File: src/rtl/uart_encoder.sv
// uart_encoder: frames game events into SYNC/TYPE/P0/P1/P2[/CHK] bytes for the uart TX FIFO; define UART_ENC_CHECKSUM_EN to append the CHK byte
module uart_encoder #(
  parameter int         KEEPER_PERIOD = 1_083_333,
  parameter logic [7:0] SYNC_BYTE     = 8'hA5
) (
  input  logic        clk,
  input  logic        rst,
  input  logic        link_en,
  input  logic        connect_req,
  input  logic        shot_req,
  input  logic [11:0] shot_xpos,
  input  logic [11:0] shot_ypos,
  input  logic        score_req,
  input  logic [2:0]  score_player,
  input  logic [2:0]  score_enemy,
  input  logic [11:0] keeper_xpos,
  input  logic [11:0] keeper_ypos,
  input  logic        tx_full,
  output logic [7:0]  w_data,
  output logic        wr_uart,
  output logic        busy,
  output logic [15:0] frames_sent
);
`ifdef UART_ENC_CHECKSUM_EN
  localparam logic [2:0] LAST = 3'd5;
`else
  localparam logic [2:0] LAST = 3'd4;
`endif
  localparam int TW = $clog2(KEEPER_PERIOD);
  localparam logic [TW-1:0] TICK_MAX = TW'(KEEPER_PERIOD - 1);
  typedef enum logic {IDLE, SEND} state_t;
  state_t state, state_nx;
  logic [3:0] flag, grant, req;
  logic [TW-1:0] tick;
  logic [11:0] shot_x, shot_y, keep_x, keep_y;
  logic [2:0] sc_p, sc_e;
  logic [5:0][7:0] frame;
  logic [2:0] idx;
  logic [7:0] typ, p0, p1, p2;
  logic keep_tick, load, last_wr;
  assign keep_tick = link_en && tick == TICK_MAX;
  assign req = {keep_tick, score_req, shot_req, connect_req} & {4{link_en}};
  // winning pending type (bit 0 highest priority) and its payload bytes
  always_comb begin
    grant = flag[0] ? 4'b0001 : flag[1] ? 4'b0010 : flag[2] ? 4'b0100 : {flag[3], 3'b000};
    typ = flag[0] ? 8'h01 : flag[1] ? 8'h03 : flag[2] ? 8'h04 : 8'h02;
    p0 = flag[0] ? 8'h00 : flag[1] ? shot_x[11:4] : flag[2] ? {2'b00, sc_p, sc_e} : keep_x[11:4];
    p1 = flag[0] ? 8'h00 : flag[1] ? {shot_x[3:0], shot_y[11:8]} : flag[2] ? 8'h00 : {keep_x[3:0], keep_y[11:8]};
    p2 = flag[0] ? 8'h00 : flag[1] ? shot_y[7:0] : flag[2] ? 8'h00 : keep_y[7:0];
  end
  // keeper period counter, parked at zero while the link is down
  always_ff @(posedge clk or posedge rst)
    if (rst) tick <= '0;
    else tick <= (!link_en || keep_tick) ? '0 : tick + 1'b1;
  // pending flags: requests set, the loaded type clears, link drop clears all; a new request beats the clear
  always_ff @(posedge clk or posedge rst)
    if (rst) flag <= '0;
    else flag <= link_en ? (flag & ~(load ? grant : 4'b0)) | req : 4'b0;
  // payload snapshots, latest request wins
  always_ff @(posedge clk or posedge rst)
    if (rst) begin
      {shot_x, shot_y, keep_x, keep_y} <= '0;
      {sc_p, sc_e} <= '0;
    end else begin
      if (req[1]) {shot_x, shot_y} <= {shot_xpos, shot_ypos};
      if (req[2]) {sc_p, sc_e} <= {score_player, score_enemy};
      if (keep_tick) {keep_x, keep_y} <= {keeper_xpos, keeper_ypos};
    end
  // FSM next state and FIFO write interface
  always_comb begin
    load = state == IDLE && link_en && |flag;
    wr_uart = state == SEND && !tx_full;
    last_wr = wr_uart && idx == LAST;
    w_data = state == SEND ? frame[idx] : 8'h00;
    busy = state == SEND;
    state_nx = load ? SEND : last_wr ? IDLE : state;
  end
  // state, frame register, byte index and completed-frame counter
  always_ff @(posedge clk or posedge rst)
    if (rst) begin
      state <= IDLE;
      frame <= '0;
      idx <= '0;
      frames_sent <= '0;
    end else begin
      state <= state_nx;
      if (load) begin
        frame <= {typ ^ p0 ^ p1 ^ p2, p2, p1, p0, typ, SYNC_BYTE};
        idx <= '0;
      end else if (wr_uart) idx <= idx + 3'd1;
      if (last_wr) frames_sent <= frames_sent + 16'd1;
    end
endmodule

File: config.mk
export PLATFORM = sky130hd
export DESIGN_NAME = uart_encoder
export DESIGN_NICKNAME = d
export VERILOG_FILES = /design/src/rtl/uart_encoder.sv
export SDC_FILE = /design/constraint.sdc
export NUM_CORES = 1
export LEC_CHECK = 0
export ABC_AREA = 1
export CAP_MARGIN = 10
export CORE_MARGIN = 3
export CORE_UTILIZATION = 54
export CTS_CLUSTER_DIAMETER = 30
export DETAILED_ROUTE_END_ITERATION = 7
export PLACE_DENSITY = 0.88
export SLEW_MARGIN = 20
export SYNTH_ARGS = -nofsm -noshare
export SYNTH_HDL_FRONTEND = slang
export SYNTH_SLANG_ARGS = --single-unit
File: constraint.sdc
create_clock -name clk -period 5.93 [get_ports clk]
set_input_delay 1.186 -clock clk [delete_from_list [all_inputs] [get_ports clk]]
set_output_delay 1.186 -clock clk [all_outputs]
set_load 0.005 [all_outputs]
==> impl_results.md <==
* Status: complete, no violations
* Core ar. at 12300 µm²
* Setup bufs post-CTS at 0
* CP most frequent cell: nand2_1
* Vias in the first global route at 5895
* Hold buffer count at CTS at 0
* Mean Syn Cell Area at 7.84 µm²
* Post-CTS resize count at 0
* Slowest stage delay, CP at 0.65 ns
* Later-pin clock latency in the skew report at 0.43 ns
* Clk sinks at 135
* Vias per inst at 5.32
* Die height at 120 µm
* Drt drc at 0
* Period utilisation layout at 66.4%
* Syn. warnings at 0
* Worst Path Required at 4.74 ns
* Drt wl/cell at 14.8 µm
* Final non-filler cell total at 1152
* Cell count after synthesis at 891
* Port Buffers at 86
* Mapped Area at 6990 µm²
* F_max at 0.254 GHz
* Syn_nets at 957
* Unique masters post-synth at 31
* Number of top-level pins at 87
* CP Capture Type: primary output
* HP Class: reg -> reg
* Initial core utilization at 56.7%
* First-pass iteration count of the detailed router at 5
* Total power draw at 3.14 mW
* Most common flop cell mapped by yosys: dfrtp_1
* Fin. Hold Viols at 0
* Slew headroom at 48.5%
* EDFF count, synth at 0
* CP arrival at 2.75 ns
* Seq cells post-synth at 135
* Commonest non-fill, non-tap cell in the layout: nand2_1
* First-pass GRT wire length at 28500 µm
* Max VDD drop at 226 µV
* P per Cell Area at 367 nW/µm²
* Area grow syn2layout at 22.3%
* Asr flop ratio synth at 100%
* Dpl cells at 1120
* Max-slew violations at 0
* Worst setup SP type: flip-flop
* Dpl hpwl at 11700 µm
* Clk slew on worst S/H paths at 0.06 ns
* Antenna cells at 0
* CP Buf/Inv Count at 2
* H-Tree Depth at 4
* Root Buffer: clkbuf_16
* RSZ-0062 raised after global routing: no
* Final WL at 17000 µm
* Worst Max-Slew Pin Slew at 0.770 ns
* Clk buf depth at 2
* Layout cell share with drive strength beyond 1 at 8.03%
* Worst path cell trace: inv_1 > nor2_1 > nand2_1 > o211ai_1 > nand2_1 > a21oi_1 > clkdlybuf4s50_1
* Static Leak at 4.00 nW
* DIE AREA at 14300 µm²
* CP max FO at 18
* Tmin final at 3.94 ns
* Total CTS buffers at 17
* Vias at 6124
* Commonest non-fill, non-tap cells in the layout: 239 x nand2_1, 135 x dfrtp_1, 110 x inv_1
* Antenna violations before repair at 0
* Nets at 1037
* Congestion Overflow GR at 0
* Row cnt at 40
* RePlAce Congestion at 0.890
* Setup violators final at 0
* Final ANT Viol Nets at 0
* Global Route Usage Sum at 24.9%
* CTS tree: done
* Largest net degree at the start of global routing at 59
* WS Path Type: reg -> out
* Crit-path leading delay family: buffers and inverters
* Clock skew at 0.00677 ns
* Initial DRC count at 714
* Die X-Extent at 120 µm
* Seq/Total Area, Yosys at 48.4%
* Final setup TNS at 0 ns
* Max-Cap Viols at 0
* CP max stage cell: dfrtp_1
[layout make-up]
| class | instances | area, µm² |
|---|---|---|
| repair buffers | 90 | 891 |
| well taps | 168 | 210 |
| fillers | 991 | 3770 |
| clock buffers | 19 | 443 |
| inverters | 120 | 453 |
| multi-input cells | 607 | 2970 |
| flip-flops and latches | 135 | 3380 |
| clock inverters | 13 | 201 |
[worst paths after layout]
path / startpoint / to / slack (ns) / cells after the start
max: idx[0] / w_data[0] / 1.99 / 7
min: frame[0] / frame[0] / 0.48 / 1
max reg2reg: flag[1] / frame[45] / 2.99 / 9
min reg2reg: frame[0] / frame[0] / 0.48 / 1
max in group asynchronous: rst / tick[3] / 3.69 / 3
min in group asynchronous: rst / frames_sent[10] / 1.14 / 2
[worst reg2reg max path, delay by kind of cell (launching register included)]
| kind | cells | cell delay [ns] |
|---|---|---|
| DFF | 1 | 0.47 |
| and+or+nand+nor | 6 | 1.67 |
| AOI/OAI and AO/OA | 1 | 0.15 |
| buffers and inverters | 2 | 0.59 |
[per-layer routing]
layer	part of all wire (%)	vias to the layer above	track usage (%)
li1	-	2988	-
met1	45	2865	35.5
met2	46	238	38.1
met3	6.9	33	5.28
met4	2.0	0	8.16
met5	0	-	0
[metrics by stage]
step	hold WS [ns]	utilization (%)	setup slack (ns)	instance area, µm²
floorplan	0.434	-	1.13	6990
global placement	0.447	64.1	2.33	7900
detailed placement	0.459	64.1	2.22	7900
CTS	0.472	69.4	2.02	8540
global route	0.501	69.4	1.75	8540
finish	0.476	69.4	1.99	8540
[state kept, by name, summed over array words and instances (netlist names)]
name,cells
frame,36
tick,21
frames_sent,16
keep_x,12
keep_y,12
shot_x,12
shot_y,12
flag,4
idx,3
sc_e,3
sc_p,3
busy,1
[synth_stat cells, types with 7 or more instances]
cell,instances,area share (%)
nand2_2,10,0.90
o21ai_1,18,1.3
clkbuf_1,7,0.38
buf_2,14,1.0
nor2_1,94,5.1
nor3_1,28,2.0
mux2_2,18,2.9
xor2_1,15,1.9
o21ai_0,50,3.6
nand3_1,53,3.8
a21oi_1,32,2.3
inv_1,111,6.0
nand4_1,14,1.3
dfrtp_1,135,48
nand2_1,239,13
[cells by family (layout without fill, tap and decap cells)]
| group | Yosys count | in the layout | share of synthesized area (%) |
|---|---|---|---|
| and+or+nand+nor | 442 | 442 | 26.4 |
| buffers and inverters | 149 | 242 | 9.20 |
| DFF | 135 | 135 | 48.4 |
| AOI/OAI and AO/OA | 122 | 122 | 9.72 |
| xor gates and xnor gates | 20 | 20 | 2.51 |
| muxes | 18 | 18 | 2.90 |
| adders and majority gates | 5 | 5 | 0.895 |
[where the power goes]
group	switching [mW]	total (mW)	internal, mW
combinational	0.398	0.737	0.340
clock	0.402	1.16	0.754
sequential	0.156	1.25	1.09
Power figures use the tool's default switching activity.
